File: config.mk
export PLATFORM = sky130hd
export DESIGN_NAME = uart_transceiver_param
export DESIGN_NICKNAME = d
export VERILOG_FILES = /design/src/rtl/uart_transceiver_param.sv
export SDC_FILE = /design/constraint.sdc
export NUM_CORES = 1
export LEC_CHECK = 0
export BUFFER_PORTS_ARGS = -buffer_cell sky130_fd_sc_hd__buf_2
export CAP_MARGIN = 10
export CORE_MARGIN = 3
export CORE_UTILIZATION = 51
export CTS_CLUSTER_DIAMETER = 60
export CTS_CLUSTER_SIZE = 30
export DETAILED_ROUTE_END_ITERATION = 8
export PLACE_DENSITY = 0.7
export SLEW_MARGIN = 15
export SYNTH_ARGS = -nofsm -noshare
export SYNTH_HDL_FRONTEND = slang
export SYNTH_SLANG_ARGS = --single-unit
File: constraint.sdc
create_clock -name clk -period 2.1 [get_ports clk]
set_clock_uncertainty 0.1 [all_clocks]
set_input_delay 0.525 -clock clk [delete_from_list [all_inputs] [get_ports clk]]
set_output_delay 0.525 -clock clk [all_outputs]
set_load 0.02 [all_outputs]
File: src/rtl/uart_transceiver_param.sv
// uart_transceiver_param: full-duplex UART with configurable data width,
// stop bits and baud divisor, plus internal loopback and RX framing check.
// Optional feature macro: UART_PARITY_EN adds a parity bit after the data
// bits (even, or odd when PARITY_ODD=1) and drives parity_err.
module uart_transceiver_param #(
    parameter int CLKS_PER_BIT = 40,
    parameter int DATA_BITS    = 8,
    parameter int STOP_BITS    = 1,
    parameter int PARITY_ODD   = 0
) (
    input  logic                 clk,
    input  logic                 reset,
    input  logic                 send,
    input  logic [DATA_BITS-1:0] data_in,
    input  logic                 loopback,
    input  logic                 rx,
    output logic                 tx,
    output logic                 busy,
    output logic                 done,
    output logic [DATA_BITS-1:0] data_out,
    output logic                 frame_err,
    output logic                 parity_err
);

`ifdef UART_PARITY_EN
    localparam bit PAR_EN = 1'b1;
`else
    localparam bit PAR_EN = 1'b0;
`endif

    localparam int CW = $clog2(CLKS_PER_BIT + 1);
    localparam int IW = $clog2(DATA_BITS + 1);
    localparam logic [CW-1:0] BIT_END   = CW'(CLKS_PER_BIT - 1);
    localparam logic [CW-1:0] HALF_END  = CW'(CLKS_PER_BIT / 2 - 1);
    localparam logic [IW-1:0] LAST_BIT  = IW'(DATA_BITS - 1);
    localparam logic          STOP_LAST = (STOP_BITS == 2);
    localparam logic          ODD       = (PARITY_ODD != 0);

    // ---------------------------------------------------------------- TX
    typedef enum logic [2:0] {T_IDLE, T_START, T_DATA, T_PAR, T_STOP} tx_state_t;

    tx_state_t             tx_state, tx_state_n;
    logic [CW-1:0]         tx_cnt, tx_cnt_n;
    logic [IW-1:0]         tx_bit, tx_bit_n;
    logic                  tx_stop, tx_stop_n;
    logic [DATA_BITS-1:0]  tx_sh, tx_sh_n;
    logic                  tx_par, tx_par_n;
    logic                  tx_r, tx_n;
    logic                  send_q;
    logic                  tx_tick;

    assign tx   = tx_r;
    assign busy = (tx_state != T_IDLE);

    // TX next state: a send rising edge in IDLE starts a frame; each bit
    // holds for CLKS_PER_BIT cycles and tx is registered from tx_n.
    always_comb begin
        tx_state_n = tx_state;
        tx_cnt_n   = tx_cnt;
        tx_bit_n   = tx_bit;
        tx_stop_n  = tx_stop;
        tx_sh_n    = tx_sh;
        tx_par_n   = tx_par;
        tx_n       = tx_r;
        tx_tick    = (tx_cnt == BIT_END);
        if (tx_state != T_IDLE)
            tx_cnt_n = tx_tick ? '0 : tx_cnt + CW'(1);
        case (tx_state)
            T_IDLE: begin
                tx_n = 1'b1;
                if (send && !send_q) begin
                    tx_state_n = T_START;
                    tx_cnt_n   = '0;
                    tx_sh_n    = data_in;
                    tx_par_n   = (^data_in) ^ ODD;
                    tx_n       = 1'b0;
                end
            end
            T_START: if (tx_tick) begin
                tx_state_n = T_DATA;
                tx_bit_n   = '0;
                tx_n       = tx_sh[0];
            end
            T_DATA: if (tx_tick) begin
                if (tx_bit == LAST_BIT) begin
                    if (PAR_EN) begin
                        tx_state_n = T_PAR;
                        tx_n       = tx_par;
                    end else begin
                        tx_state_n = T_STOP;
                        tx_stop_n  = 1'b0;
                        tx_n       = 1'b1;
                    end
                end else begin
                    tx_bit_n = tx_bit + IW'(1);
                    tx_sh_n  = tx_sh >> 1;
                    tx_n     = tx_sh[1];
                end
            end
            T_PAR: if (tx_tick) begin
                tx_state_n = T_STOP;
                tx_stop_n  = 1'b0;
                tx_n       = 1'b1;
            end
            T_STOP: if (tx_tick) begin
                tx_n = 1'b1;
                if (tx_stop == STOP_LAST) tx_state_n = T_IDLE;
                else                      tx_stop_n  = 1'b1;
            end
            default: tx_state_n = T_IDLE;
        endcase
    end

    // TX state register; send_q remembers send for edge detection
    always_ff @(posedge clk) begin
        if (reset) begin
            tx_state <= T_IDLE;
            tx_cnt   <= '0;
            tx_bit   <= '0;
            tx_stop  <= 1'b0;
            tx_sh    <= '0;
            tx_par   <= 1'b0;
            tx_r     <= 1'b1;
            send_q   <= 1'b0;
        end else begin
            tx_state <= tx_state_n;
            tx_cnt   <= tx_cnt_n;
            tx_bit   <= tx_bit_n;
            tx_stop  <= tx_stop_n;
            tx_sh    <= tx_sh_n;
            tx_par   <= tx_par_n;
            tx_r     <= tx_n;
            send_q   <= send;
        end
    end

    // ---------------------------------------------------------------- RX
    typedef enum logic [2:0] {R_IDLE, R_START, R_DATA, R_PAR, R_STOP, R_WAIT} rx_state_t;

    rx_state_t             rx_state, rx_state_n;
    logic [CW-1:0]         rx_cnt, rx_cnt_n;
    logic [IW-1:0]         rx_bit, rx_bit_n;
    logic [DATA_BITS-1:0]  rx_sh, rx_sh_n;
    logic                  rx_pbit, rx_pbit_n;
    logic                  rx_s1, rx_s2, rx_prev;
    logic                  done_n, ferr_n, perr_n;
    logic [DATA_BITS-1:0]  dout_n;
    logic                  rx_tick;

    // Input select ahead of the synchronizer; rx_prev gives the falling edge
    always_ff @(posedge clk) begin
        if (reset) begin
            rx_s1   <= 1'b1;
            rx_s2   <= 1'b1;
            rx_prev <= 1'b1;
        end else begin
            rx_s1   <= loopback ? tx_r : rx;
            rx_s2   <= rx_s1;
            rx_prev <= rx_s2;
        end
    end

    // RX next state: half-bit start check, then mid-bit samples of the
    // data, optional parity and first stop bit
    always_comb begin
        rx_state_n = rx_state;
        rx_cnt_n   = rx_cnt + CW'(1);
        rx_bit_n   = rx_bit;
        rx_sh_n    = rx_sh;
        rx_pbit_n  = rx_pbit;
        dout_n     = data_out;
        done_n     = 1'b0;
        ferr_n     = 1'b0;
        perr_n     = 1'b0;
        rx_tick    = (rx_cnt == BIT_END);
        case (rx_state)
            R_IDLE: begin
                rx_cnt_n = '0;
                if (rx_prev && !rx_s2) rx_state_n = R_START;
            end
            R_START: if (rx_cnt == HALF_END) begin
                rx_cnt_n   = '0;
                rx_bit_n   = '0;
                rx_state_n = rx_s2 ? R_IDLE : R_DATA;
            end
            R_DATA: if (rx_tick) begin
                rx_cnt_n = '0;
                rx_sh_n  = {rx_s2, rx_sh[DATA_BITS-1:1]};
                if (rx_bit == LAST_BIT) rx_state_n = PAR_EN ? R_PAR : R_STOP;
                else                    rx_bit_n   = rx_bit + IW'(1);
            end
            R_PAR: if (rx_tick) begin
                rx_cnt_n   = '0;
                rx_pbit_n  = rx_s2;
                rx_state_n = R_STOP;
            end
            R_STOP: if (rx_tick) begin
                rx_cnt_n = '0;
                if (rx_s2) begin
                    done_n     = 1'b1;
                    dout_n     = rx_sh;
                    perr_n     = PAR_EN && (rx_pbit != ((^rx_sh) ^ ODD));
                    rx_state_n = R_IDLE;
                end else begin
                    ferr_n     = 1'b1;
                    rx_state_n = R_WAIT;
                end
            end
            R_WAIT: begin
                rx_cnt_n = '0;
                if (rx_s2) rx_state_n = R_IDLE;
            end
            default: rx_state_n = R_IDLE;
        endcase
    end

    // RX state register and registered result pulses
    always_ff @(posedge clk) begin
        if (reset) begin
            rx_state   <= R_IDLE;
            rx_cnt     <= '0;
            rx_bit     <= '0;
            rx_sh      <= '0;
            rx_pbit    <= 1'b0;
            data_out   <= '0;
            done       <= 1'b0;
            frame_err  <= 1'b0;
            parity_err <= 1'b0;
        end else begin
            rx_state   <= rx_state_n;
            rx_cnt     <= rx_cnt_n;
            rx_bit     <= rx_bit_n;
            rx_sh      <= rx_sh_n;
            rx_pbit    <= rx_pbit_n;
            data_out   <= dout_n;
            done       <= done_n;
            frame_err  <= ferr_n;
            parity_err <= perr_n;
        end
    end

endmodule
==> results_dict.tcl <==
set metrics [dict create \
    synth.net_count 322 \
    clock_path_buffers 2 \
    clock_sinks 57 \
    grt_max_degree 19 \
    finalCriticalPeriod_ps 1972 \
    worstSetupPathType "flop to output pin" \
    routed_wl_um 5486 \
    drc 0 \
    tightest_slew_ps 550.9 \
    vias 2299 \
    cts_setup_buffers 0 \
    chipHeight_um 79.69 \
    syn-instance-count 305 \
    yosysSeqAreaShare 0.4121 \
    hpwl_um 3808 \
    final_antenna_net_count 0 \
    drv_cap 0 \
    crit_path_end_kind "output pin" \
    yosys.area.top_type "dfxtp_1" \
    htreeDepth 3 \
    die_w_um 79.69 \
    drt_first_iter_violations 176 \
    hold_class "primary input to flop" \
    crit_required_ps 1470 \
    cts_made_buffers 9 \
    drive_gt1_frac 0.1881 \
    grt_setup_unrepaired "no" \
    coreArea_sq_mm 0.005172 \
    cp-start-kind "flop" \
    clk_latency_ps 330 \
    antenna_cells 0 \
    io_buffers 24 \
    maxSlewViolCount 0 \
    drt-pass1-iter-count 4 \
    antenna_found_initial 0 \
    fin_crit_sh 0.9391 \
    power_mw 2.368 \
    ff2ff_setup_slack_ps 150 \
    relSlewSlack 0.6311 \
    synth_top_cell_area_share 0.4121 \
    io_pins 26 \
    grt_pass1_vias 2064 \
    cp_max_fo 10 \
    hold_viol_final 0 \
    power.density_mw_per_mm2 749.5 \
    vdd.ir_drop.worst_mv 0.5198 \
    cts_hold_buffers 0 \
    cp_data_arrival_time_ps 1350 \
    yosys-top-cells-area "dfxtp_1 41%, mux2i_1 9.0%, a21oi_1 4.7%" \
    fin_util 0.6108 \
    synthFlopType "dfxtp_1" \
    grt_usage 0.1907 \
    ctsResizeCount 0 \
    synth_edf_count 0 \
    fin_nets 347 \
    most-common-layout-cells "57 x dfxtp_1, 33 x nor2_1, 26 x a21oi_1, 25 x mux2i_1, 24 x buf_2" \
    timing.fmax_mhz 507.1 \
    p_leak_nw 1.315 \
    async_flop_share 0 \
    grt_pass1_wl_um 9501 \
    ys_seq_elements 57 \
    via_per_inst 5.677 \
    final_common_cell "dfxtp_1" \
    yosysWarnings 0 \
    dieArea_sq_mm 0.006350 \
    synth_area_sq_mm 0.002769 \
    place_area_sq_mm 0.002944 \
    start_util 0.5353 \
    nFillCells 462 \
    yosysUniqueCellTypes 59 \
    clkTransAtPathRegs_ps 70 \
    gp_congestion 0.8097 \
    status "finished clean" \
    stdcell_area_sq_mm 0.003159 \
    setup_viol 0 \
    fin_setup_tns_ps 0 \
    area_growth_pct 14.10 \
    rows 26 \
    wl_per_cell_um 13.55 \
    cts_tree "built" \
    overflow 0 \
    root_buffer "clkbuf_8" \
    syn_avg_cell_area_sq_um 9.078 \
]
## cell type report
cell class / instances / area [sq um] / area share
Timing Repair Buffer: 36 / 210.2 / 0.06653
Multi-Input combinational cell: 219 / 1479 / 0.4681
Tap cell: 70 / 87.58 / 0.02772
Sequential cell: 57 / 1141 / 0.3612
Clock inverter: 4 / 50.05 / 0.01584
Clock buffer: 12 / 165.2 / 0.05228
Inverter: 7 / 26.28 / 0.008317
## sequential cells by signal, indices dropped and copies added, names as in the netlist
signal	count
data_out	8
rx_sh	8
tx_sh	8
rx_cnt	6
tx_cnt	6
rx_bit	4
tx_bit	4
rx_state	3
tx_state	3
done	1
frame_err	1
rx_prev	1
rx_s1	1
rx_s2	1
send_q	1
tx	1
## cells in the mapped netlist, types with 4 or more instances
cell / number
nand4b_1: 4
a311oi_1: 8
nor2_1: 33
nand3b_1: 4
a21oi_1: 26
inv_1: 7
dfxtp_1: 57
nor3_1: 6
nor2b_1: 8
nand3_1: 10
buf_2: 5
nand4_1: 5
buf_4: 5
or2_2: 4
o21ai_0: 11
ha_1: 4
mux2i_1: 25
clkbuf_1: 9
nand2_1: 12
## routing by layer
| metal | routed length (um) | GRT usage | share of wire |
|---|---|---|---|
| met3 | 266 | 0.03837 | 0.048 |
| met5 | 0 | 0 | 0 |
| met2 | 2490 | 0.2963 | 0.45 |
| met1 | 2623 | 0.2474 | 0.48 |
| met4 | 105 | 0.1031 | 0.019 |
## path summary, 6_finish.rpt
check,start,end,depth (start not counted)
setup / recovery,tx_state[2],busy,3
hold / removal,send,send_q,2
setup reg to reg,tx_cnt[0],tx_bit[0],5
hold reg to reg,rx_s1,rx_s2,1
## per-stage QoR
| step | hold slack, ps | std cells | setup WS (ps) |
|---|---|---|---|
| 3_3_place_gp | 290.3 | 389 | 213.8 |
| 5_1_grt | 324.4 | 405 | 29.80 |
| 4_1_cts | 298.6 | 405 | 122.7 |
| 2_1_floorplan | 289.5 | 305 | 273.8 |
| 6_report | 311.5 | 405 | 127.8 |
| 3_5_place_dp | 299.5 | 389 | 174.0 |
## critical path: stages, from the launching register on
cell and delay [ps]:
dfxtp_1 540, nor3_2 80, inv_1 190, buf_2 210
## where the power goes
part	internal, mW	leakage, nW	total [mW]	switching, mW
combinational	0.0682	0.748	0.155	0.0871
sequential	1.11	0.462	1.13	0.0229
clock	0.642	0.105	1.08	0.437
total	1.82	1.31	2.37	0.547
## logic make-up after synthesis
group	share of synthesized area
other cells	0.001354
simple gates	0.2277
fa+ha+maj	0.02169
flops	0.4121
compound gates	0.1771
mux	0.09038
xor+xnor	0.01582
buf+inv	0.05377
No activity file was read; power rests on OpenSTA's default activity.
